**src/rtl/mem_arb_pkg.sv**
```systemverilog
// Shared types and default geometry for the cache-to-main-memory arbiter.
// Also imported by the ICache/DCache so all three agree on line width and latency.
package mem_arb_pkg;

   localparam int unsigned DEF_ADDR_W    = 32;
   localparam int unsigned DEF_LINE_BITS = 128;
   localparam int unsigned DEF_LATENCY   = 5;

   typedef enum logic [1:0] {
      IDLE = 2'd0,
      BUSY = 2'd1,
      DONE = 2'd2
   } arb_state_t;

   typedef enum logic {
      GNT_IC = 1'b0,
      GNT_DC = 1'b1
   } grant_t;

   typedef struct packed {
      logic                     we;
      logic [DEF_ADDR_W-1:0]    addr;
      logic [DEF_LINE_BITS-1:0] wdata;
   } mem_req_t;

   // Number of byte-offset bits inside one line.
   function automatic int unsigned line_offset_bits(input int unsigned line_bits);
      return $clog2(line_bits / 8);
   endfunction

endpackage

```
**src/rtl/mem_arb_select.sv**
```systemverilog
// Grant selection between ICache and DCache for mem_arbiter.
// Build with MEM_ARB_RR_EN for round-robin ties; otherwise DCache has fixed priority.
module mem_arb_select
   import mem_arb_pkg::*;
(
`ifdef MEM_ARB_RR_EN
   input  logic   clock,
   input  logic   reset,
   input  logic   take,
`endif
   input  logic   ic_req,
   input  logic   dc_req,
   output grant_t gnt
);

`ifdef MEM_ARB_RR_EN
   grant_t last_q;

   always_comb begin
      if (ic_req && dc_req) begin
         gnt = (last_q == GNT_IC) ? GNT_DC : GNT_IC;
      end else if (ic_req) begin
         gnt = GNT_IC;
      end else begin
         gnt = GNT_DC;
      end
   end

   // Starts at ICache so the first tie after reset goes to DCache.
   always_ff @(posedge clock) begin
      if (!reset) begin
         last_q <= GNT_IC;
      end else if (take) begin
         last_q <= gnt;
      end
   end
`else
   always_comb begin
      gnt = (ic_req && !dc_req) ? GNT_IC : GNT_DC;
   end
`endif

endmodule

```
**src/rtl/mem_arbiter.sv**
```systemverilog
// Serialises ICache refills and DCache refills/writebacks onto one line-wide memory port.
// Define MEM_ARB_RR_EN for round-robin arbitration; default is fixed DCache priority.
module mem_arbiter
   import mem_arb_pkg::*;
#(
   parameter int unsigned ADDR_W    = DEF_ADDR_W,
   parameter int unsigned LINE_BITS = DEF_LINE_BITS,
   parameter int unsigned LATENCY   = DEF_LATENCY
) (
   input  logic                 clock,
   input  logic                 reset,

   input  logic                 ic_req,
   input  logic [ADDR_W-1:0]    ic_addr,
   output logic                 ic_done,
   output logic [LINE_BITS-1:0] ic_rdata,

   input  logic                 dc_req,
   input  logic                 dc_we,
   input  logic [ADDR_W-1:0]    dc_addr,
   input  logic [LINE_BITS-1:0] dc_wdata,
   output logic                 dc_done,
   output logic [LINE_BITS-1:0] dc_rdata,

   output logic                 mem_en,
   output logic                 mem_we,
   output logic [ADDR_W-1:0]    mem_addr,
   output logic [LINE_BITS-1:0] mem_wdata,
   input  logic [LINE_BITS-1:0] mem_rdata,

   output logic                 busy
);

   localparam int unsigned CNT_W = $clog2(LATENCY) + 1;
   localparam int unsigned OFF_W = line_offset_bits(LINE_BITS);
   localparam logic [ADDR_W-1:0] ALIGN_MASK = {ADDR_W{1'b1}} << OFF_W;

   arb_state_t           state_q, state_d;
   grant_t               gnt_q, gnt_d;
   grant_t               gnt_sel;
   logic                 we_q, we_d;
   logic [ADDR_W-1:0]    addr_q, addr_d;
   logic [LINE_BITS-1:0] wdata_q, wdata_d;
   logic [CNT_W-1:0]     cnt_q, cnt_d;
   logic [LINE_BITS-1:0] line_q, line_d;

`ifdef MEM_ARB_RR_EN
   logic take;
   assign take = (state_q == IDLE) && (ic_req || dc_req);
`endif

   mem_arb_select u_select (
`ifdef MEM_ARB_RR_EN
      .clock  (clock),
      .reset  (reset),
      .take   (take),
`endif
      .ic_req (ic_req),
      .dc_req (dc_req),
      .gnt    (gnt_sel)
   );

   always_comb begin
      state_d = state_q;
      gnt_d   = gnt_q;
      we_d    = we_q;
      addr_d  = addr_q;
      wdata_d = wdata_q;
      cnt_d   = cnt_q;
      line_d  = line_q;
      unique case (state_q)
         IDLE: begin
            if (ic_req || dc_req) begin
               state_d = BUSY;
               gnt_d   = gnt_sel;
               cnt_d   = CNT_W'(LATENCY - 1);
               if (gnt_sel == GNT_DC) begin
                  we_d    = dc_we;
                  addr_d  = dc_addr & ALIGN_MASK;
                  wdata_d = dc_wdata;
               end else begin
                  we_d    = 1'b0;
                  addr_d  = ic_addr & ALIGN_MASK;
                  wdata_d = '0;
               end
            end
         end
         BUSY: begin
            if (cnt_q != '0) begin
               cnt_d = cnt_q - CNT_W'(1);
            end else begin
               state_d = DONE;
               if (!we_q) begin
                  line_d = mem_rdata;
               end
            end
         end
         DONE: begin
            state_d = IDLE;
         end
         default: begin
            state_d = IDLE;
         end
      endcase
   end

   always_ff @(posedge clock) begin
      if (!reset) begin
         state_q <= IDLE;
         gnt_q   <= GNT_DC;
         we_q    <= 1'b0;
         addr_q  <= '0;
         wdata_q <= '0;
         cnt_q   <= '0;
         line_q  <= '0;
      end else begin
         state_q <= state_d;
         gnt_q   <= gnt_d;
         we_q    <= we_d;
         addr_q  <= addr_d;
         wdata_q <= wdata_d;
         cnt_q   <= cnt_d;
         line_q  <= line_d;
      end
   end

   // All outputs decode registered state only; requests never reach them combinationally.
   assign busy      = (state_q != IDLE);
   assign mem_en    = (state_q == BUSY);
   assign mem_we    = mem_en && we_q && (cnt_q == '0);
   assign mem_addr  = mem_en ? addr_q : '0;
   assign mem_wdata = mem_en ? wdata_q : '0;

   assign ic_done  = (state_q == DONE) && (gnt_q == GNT_IC);
   assign dc_done  = (state_q == DONE) && (gnt_q == GNT_DC);
   // A writeback leaves the line register stale, so it is never returned.
   assign ic_rdata = (ic_done && !we_q) ? line_q : '0;
   assign dc_rdata = (dc_done && !we_q) ? line_q : '0;

endmodule

```
**config.mk**
```make
export PLATFORM = sky130hd
export DESIGN_NAME = mem_arbiter
export DESIGN_NICKNAME = d
export VERILOG_FILES = /design/src/rtl/mem_arb_pkg.sv /design/src/rtl/mem_arb_select.sv /design/src/rtl/mem_arbiter.sv
export SDC_FILE = /design/constraint.sdc
export NUM_CORES = 1
export LEC_CHECK = 0
export CAP_MARGIN = 20
export CORE_AREA = 2 2 288 290
export CTS_CLUSTER_DIAMETER = 150
export CTS_CLUSTER_SIZE = 30
export DETAILED_ROUTE_END_ITERATION = 8
export DIE_AREA = 0 0 290 292
export GPL_TIMING_DRIVEN = 0
export HOLD_SLACK_MARGIN = 0.1
export PLACE_DENSITY = 0.4
export SLEW_MARGIN = 20
export SYNTH_ARGS = -nofsm -noshare
export SYNTH_HDL_FRONTEND = slang
export SYNTH_SLANG_ARGS = --single-unit
```
**constraint.sdc**
```tcl
create_clock -name clock -period 2.2 [get_ports clock]
set_clock_uncertainty 0.05 [all_clocks]
set_input_delay 0.44 -clock clock [delete_from_list [all_inputs] [get_ports clock]]
set_output_delay 0.44 -clock clock [all_outputs]
set_load 0.05 [all_outputs]
```
### Word-level counts from Yosys, hierarchy flattened

Index checks and enable logic that the tools add are counted.

| operators by class | value |
|---|---|
| add/sub/neg operators | 1 |
| eq/ne operators | 5 |
| multiplexer cells | 14 |
| bitwise logic cells | 3 |
| reduce and logical (&&, ||, !) cells | 19 |

Operators with widths:

| operator | count |
|---|---|
| two-way mux 128 bit | 4 |
| two-way mux 32 bit | 2 |
| two-way mux 4 bit | 2 |
| one-hot mux 4 bit (2 select lines) | 1 |
| logical AND 1 bit | 7 |
| AND reduction 3 bit | 2 |
| zero test 4 bit | 1 |
| two-way mux 2 bit | 2 |
| != test 2 bit (second input constant) | 2 |
| one-hot mux 2 bit (2 select lines) | 1 |
| AND reduction 2 bit | 2 |
| nonzero test 2 bit | 2 |
| nonzero test 4 bit | 1 |
| subtractor 4 x 1 -> 4 bit (second input constant) | 1 |
| inverter 1 bit | 3 |
| equality test 2 x 1 -> 1 bit (second input constant) | 1 |
| equality test 2 bit (second input constant) | 1 |
| zero test 1 bit | 2 |
| zero test 2 bit | 1 |
| two-way mux 1 bit | 2 |
| != test 2 x 1 -> 1 bit (second input constant) | 1 |
| logical OR 1 bit | 1 |

| storage, ports and cells | value |
|---|---|
| bits in registers | 296 |
| input bits | 325 |
| output and inout bits | 421 |
| logic and storage cells | 49 |

### Logic depth before layout (Yosys ltp)

| depth | value |
|---|---|
| word-level depth | 4 |
| depth in mapped cells | 9 |
| depth with buffers taken out | 6 |

### Cells and area by module

A second synthesis with hierarchy kept.

| second synthesis, totals | value |
|---|---|
| cell total of the unflattened synthesis | 1512 |
| area total of the unflattened synthesis | 13126.3 µm² |

By module, submodules not included:

| module | times used | cells an instance | area each (µm²) | sequential area each (µm²) |
|---|---|---|---|---|
| mem_arbiter | 1 | 1511 | 13120.1 | 5845.6 |
| mem_arb_select | 1 | 1 | 6.3 | 0.0 |

### Worst setup path after synthesis

OpenSTA, ideal clock, no wires.

| timing | value |
|---|---|
| kind | flip-flop to output port |
| from | register cnt_q[0] |
| to | output mem_we |
| arrival | 2.058 ns |
| required time | 1.710 ns |
| setup slack | -0.348 ns |
| stages on the path, launching flop included | 6 |
| cell sequence | dfxtp_1 inv_1 ha_1 or3b_1 buf_2 nor3_1 |

| between the ends | value |
|---|---|
| word-level cells in the longest chain between the ends | 2 |

Ends and longest elaborated chain:

| item | line | source |
|---|---|---|
| from (decl) | mem_arbiter.sv:44 | `logic [CNT_W-1:0] cnt_q, cnt_d;` |
| from (signal assigned) | mem_arbiter.sv:122 | `cnt_q <= cnt_d;` |
| zero test 4 bit | mem_arbiter.sv:130 | `assign mem_we = mem_en && we_q && (cnt_q == '0);` |
| logical AND 1 bit | mem_arbiter.sv:130 |  |
| to (decl) | mem_arbiter.sv:26 | `output logic mem_we,` |

Every way passes these cells.

### Worst setup path after layout

| timing | value |
|---|---|
| from | register state_q[0] |
| to | output dc_rdata[79] |

| between the ends | value |
|---|---|
| word-level cells in the longest chain between the ends | 4 |

Ends and longest elaborated chain:

| item | line | source |
|---|---|---|
| from (decl) | mem_arbiter.sv:38 | `arb_state_t state_q, state_d;` |
| from (signal assigned) | mem_arbiter.sv:117 | `state_q <= state_d;` |
| equality test 2 bit | mem_arbiter.sv:135 | `assign dc_done = (state_q == DONE) && (gnt_q == GNT_DC);` |
| logical AND 1 bit | mem_arbiter.sv:135 |  |
| logical AND 1 bit | mem_arbiter.sv:138 | `assign dc_rdata = (dc_done && !we_q) ? line_q : '0;` |
| two-way mux 128 bit | mem_arbiter.sv:138 |  |
| to (decl) | mem_arbiter.sv:23 | `output logic [LINE_BITS-1:0] dc_rdata,` |

Every way passes these cells.

==> metrics.cfg <==
[yosys]
synth_ff_type = dfxtp_1
syn-cell-area_um2 = 12700
postSynth.asyncResetShare_pct = 0
yosys.area_share.adder_pct = 0.0986
synth_seq_cells = 292
synth_top_cell_by_area = dfxtp_1
synthSimpleGateAreaFrac_pct = 29.8
synth_compound_gate_area_share_pct = 17.8
yosys-top-cells-area = dfxtp_1 (46%), and2_1 (14%), a22o_1 (8.8%)
synth_cells = 1508
synth_edf_count = 0
muxShareOfSynthArea_pct = 0.394
yosys.cell_types.count = 35
synth.most_common_cell = dfxtp_1
syn_avg_cell_area_um2 = 8.42
yosysSeqAreaShare_pct = 46.0
synth_warnings = 0
synth_top_family_by_area = simple AND/OR/NAND/NOR gates
synth_top_area_share_pct = 46.0
synthXorXnorAreaFrac_pct = 0.138
synth_common_cells = dfxtp_1 (292), and2_1 (286), nand2_1 (284)

[floorplanning]
start_util_pct = 15.6
core_um2 = 81600
die_width_um = 290
io_pins = 746
rows = 105
die_h_um = 292
dieArea_um2 = 84700

[clock_network]
clockRootBuffer = clkbuf_16
clkLatencyLatePin_ps = 540
cts_htree_levels = 1
cts_tree = built
clk_pin_slew_worst_paths_ps = 120
clock_path_buffers = 3
cts_buffers = 13
clock-sinks = 292
cts_hold_buf = 0

[route]
vias = 14300
via_per_inst = 4.11
wl_per_cell_um = 22.7
drc = 0
firstDrtPassIters = 4
drt_iter0_markers = 463
ant_nets = 0
routed_wl_um = 78900

[sta]
finalHoldViolations = 0
min_period_over_period_pct = 122
final.setup.worst_slack_ps = -490
setup_viol = 479
max_freq_mhz = 372
report.final.slew_viol_count = 0
finalCriticalPeriod_ps = 2690
rsz0062_at_grt = true
holdWs_ps = 387
fin_tns_setup_ps = -150280
slew_headroom_pct = 38.3
tightestPinTransition_ps = 926

[pwr]
comb_power_share_pct = 34.2
intPower_mw = 9.26
power_density_nw_per_um2 = 487
total_power_mw = 13.9
netSwitchingFraction_pct = 33.2
power_frac_seq_pct = 43.8
peakVddDrop_v = 0.000420
p_leak_nw = 12.0
power_frac_clock_pct = 22.0
p_sw_mw = 4.61

[status]
failed_checks = setup timing
status = finished, violations left

[cells_and_area]
n_fill_cell = 8315
fin_util_pct = 34.9
layout.cell_area.non_filler_um2 = 28500
fin_nets = 2717
fin_cells = 3471
area_growth_pct = 125
drive_gt1_share_pct = 51.4

[global_routing]
grt-ovfl-total = 0
grt_max_degree = 31
gr-usage-all-layers_pct = 16.9
first_global_vias = 14700
grt_pass1_wl_um = 106000
antenna_found_initial = 27

[setup_path]
path_buf_inv = 6
startpoint_type = flop
slowest_delay_ps = 380
cpMaxStageDelayCell = dfxtp_4
crit_path_max_fanout = 5
r2r_start = cnt_q[0]
crit_family = buffers and inverters
path_class = flop to output port
cp.required_ps = 1710
path_cells = nand2b_4 > nor2_4 > buf_12 > buf_8 > clkbuf_16 > buf_4 > clkbuf_16 > and3_4 > buf_8
setup.worst_path.end_class = output port
worst_ep_arrival_time_ps = 2200
critPathLaunch = state_q[0]

[placed_design]
postPlaceCellArea_um2 = 21400
globalplace.congestion = 0.833
port_buffers = 733
dpl.hpwl_um = 59700
post-place-ws_ps = -1760
place_inst = 3318

[min_path]
min_path_type = input pin to flop
min-delay-start = mem_rdata[119]

[flow_run]
cap_violations = 0

-- sequential cells by signal, summed over array words and instances (netlist names) --
signal and cells:
line_q 128, wdata_q 128, addr_q 28, cnt_q 4, state_q 2, gnt_q 1, we_q 1
-- layout by cell type, fill, tap and decap left out, types with 2 or more instances in the layout --
master	synthesis	routed
nand2b_4	0	2
nand3_1	2	2
conb_1	1	4
buf_2	37	26
buf_12	0	60
mux2i_1	5	5
and2_4	0	213
inv_2	1	4
a22o_1	128	128
nor3_1	4	2
clkdlybuf4s50_1	0	316
and2_1	286	73
nand2_2	0	20
clkbuf_16	0	50
a21oi_1	155	57
o2bb2ai_1	5	5
nor2_1	5	3
and3_1	128	21
clkbuf_1	86	20
clkinv_2	0	2
clkbuf_4	0	5
diode_2	0	7
nand2_4	0	80
buf_8	0	316
buf_4	4	37
a21o_1	23	23
clkbuf_2	0	18
inv_1	6	2
nand2_1	284	184
and3_4	0	107
dfxtp_1	292	287
buf_6	14	175
dfxtp_2	0	4
o21ai_0	24	24
a21oi_2	0	98
nor3_4	0	2
-- worst paths after layout --
| path | to | slack (ps) | cells past startpoint |
|---|---|---|---|
| max | dc_rdata[79] | -490 | 9 |
| min | line_q[119] | 390 | 3 |
| max reg2reg | line_q[72] | -120 | 12 |
| min reg2reg | addr_q[19] | 410 | 1 |
-- metal layers --
metal	track usage (%)	routed length, µm
met4	3.68	1670
met1	17.2	27900
met2	32.9	43300
met3	6.01	5840
met5	0	194
-- power groups by stage --
stage               clock network (mW)  registers, mW  logic (mW)
floorplan                            0           5.98        1.62
detailed placement                   0           6.12        3.08
finish                            3.05           6.07        4.75
global placement                     0           6.10        3.04
CTS                               3.25           6.02        3.76
global route                      3.37           6.13        5.04
-- worst reg2reg max path, delay by kind of cell, from the launching register on --
kind                       cells  cell delay [ps]
buffers and inverters          7              880
DFF                            1              350
and+or+nand+nor                3              690
AOI/OAI and AO/OA              1              130
adders and majority gates      1              130
-- layout make-up --
type	instances	area [µm²]	area share, %
sequential	292	5850	20.5
inverter	7	30.0	0.105
multi-input combinational	1068	8290	29.1
timing repair buffer	876	11200	39.3
buffer	133	1420	5.00
tap	1070	1340	4.70
clock buffer	15	333	1.17
clock inverter	3	18.8	0.0658
antenna	7	17.5	0.0615
-- timing repair --
action | in CTS | in global routing
pin swaps | 45 | 177
endpoints found under the setup margin | 658 | 682
gates resized for setup | 2557 | 1893
buffers inserted | 47 | 51
gates cloned | 21 | 30
-- cell families (layout without fill, tap and decap cells) --
kind of cell | Yosys count | count (layout)
buffers and inverters | 151 | 1034
AOI/OAI and AO/OA | 338 | 338
other | 1 | 11
adders and majority gates | 1 | 1
muxes | 5 | 5
DFF | 292 | 292
and+or+nand+nor | 718 | 718
xor gates and xnor gates | 2 | 2
(Power assumes the default switching activity.)
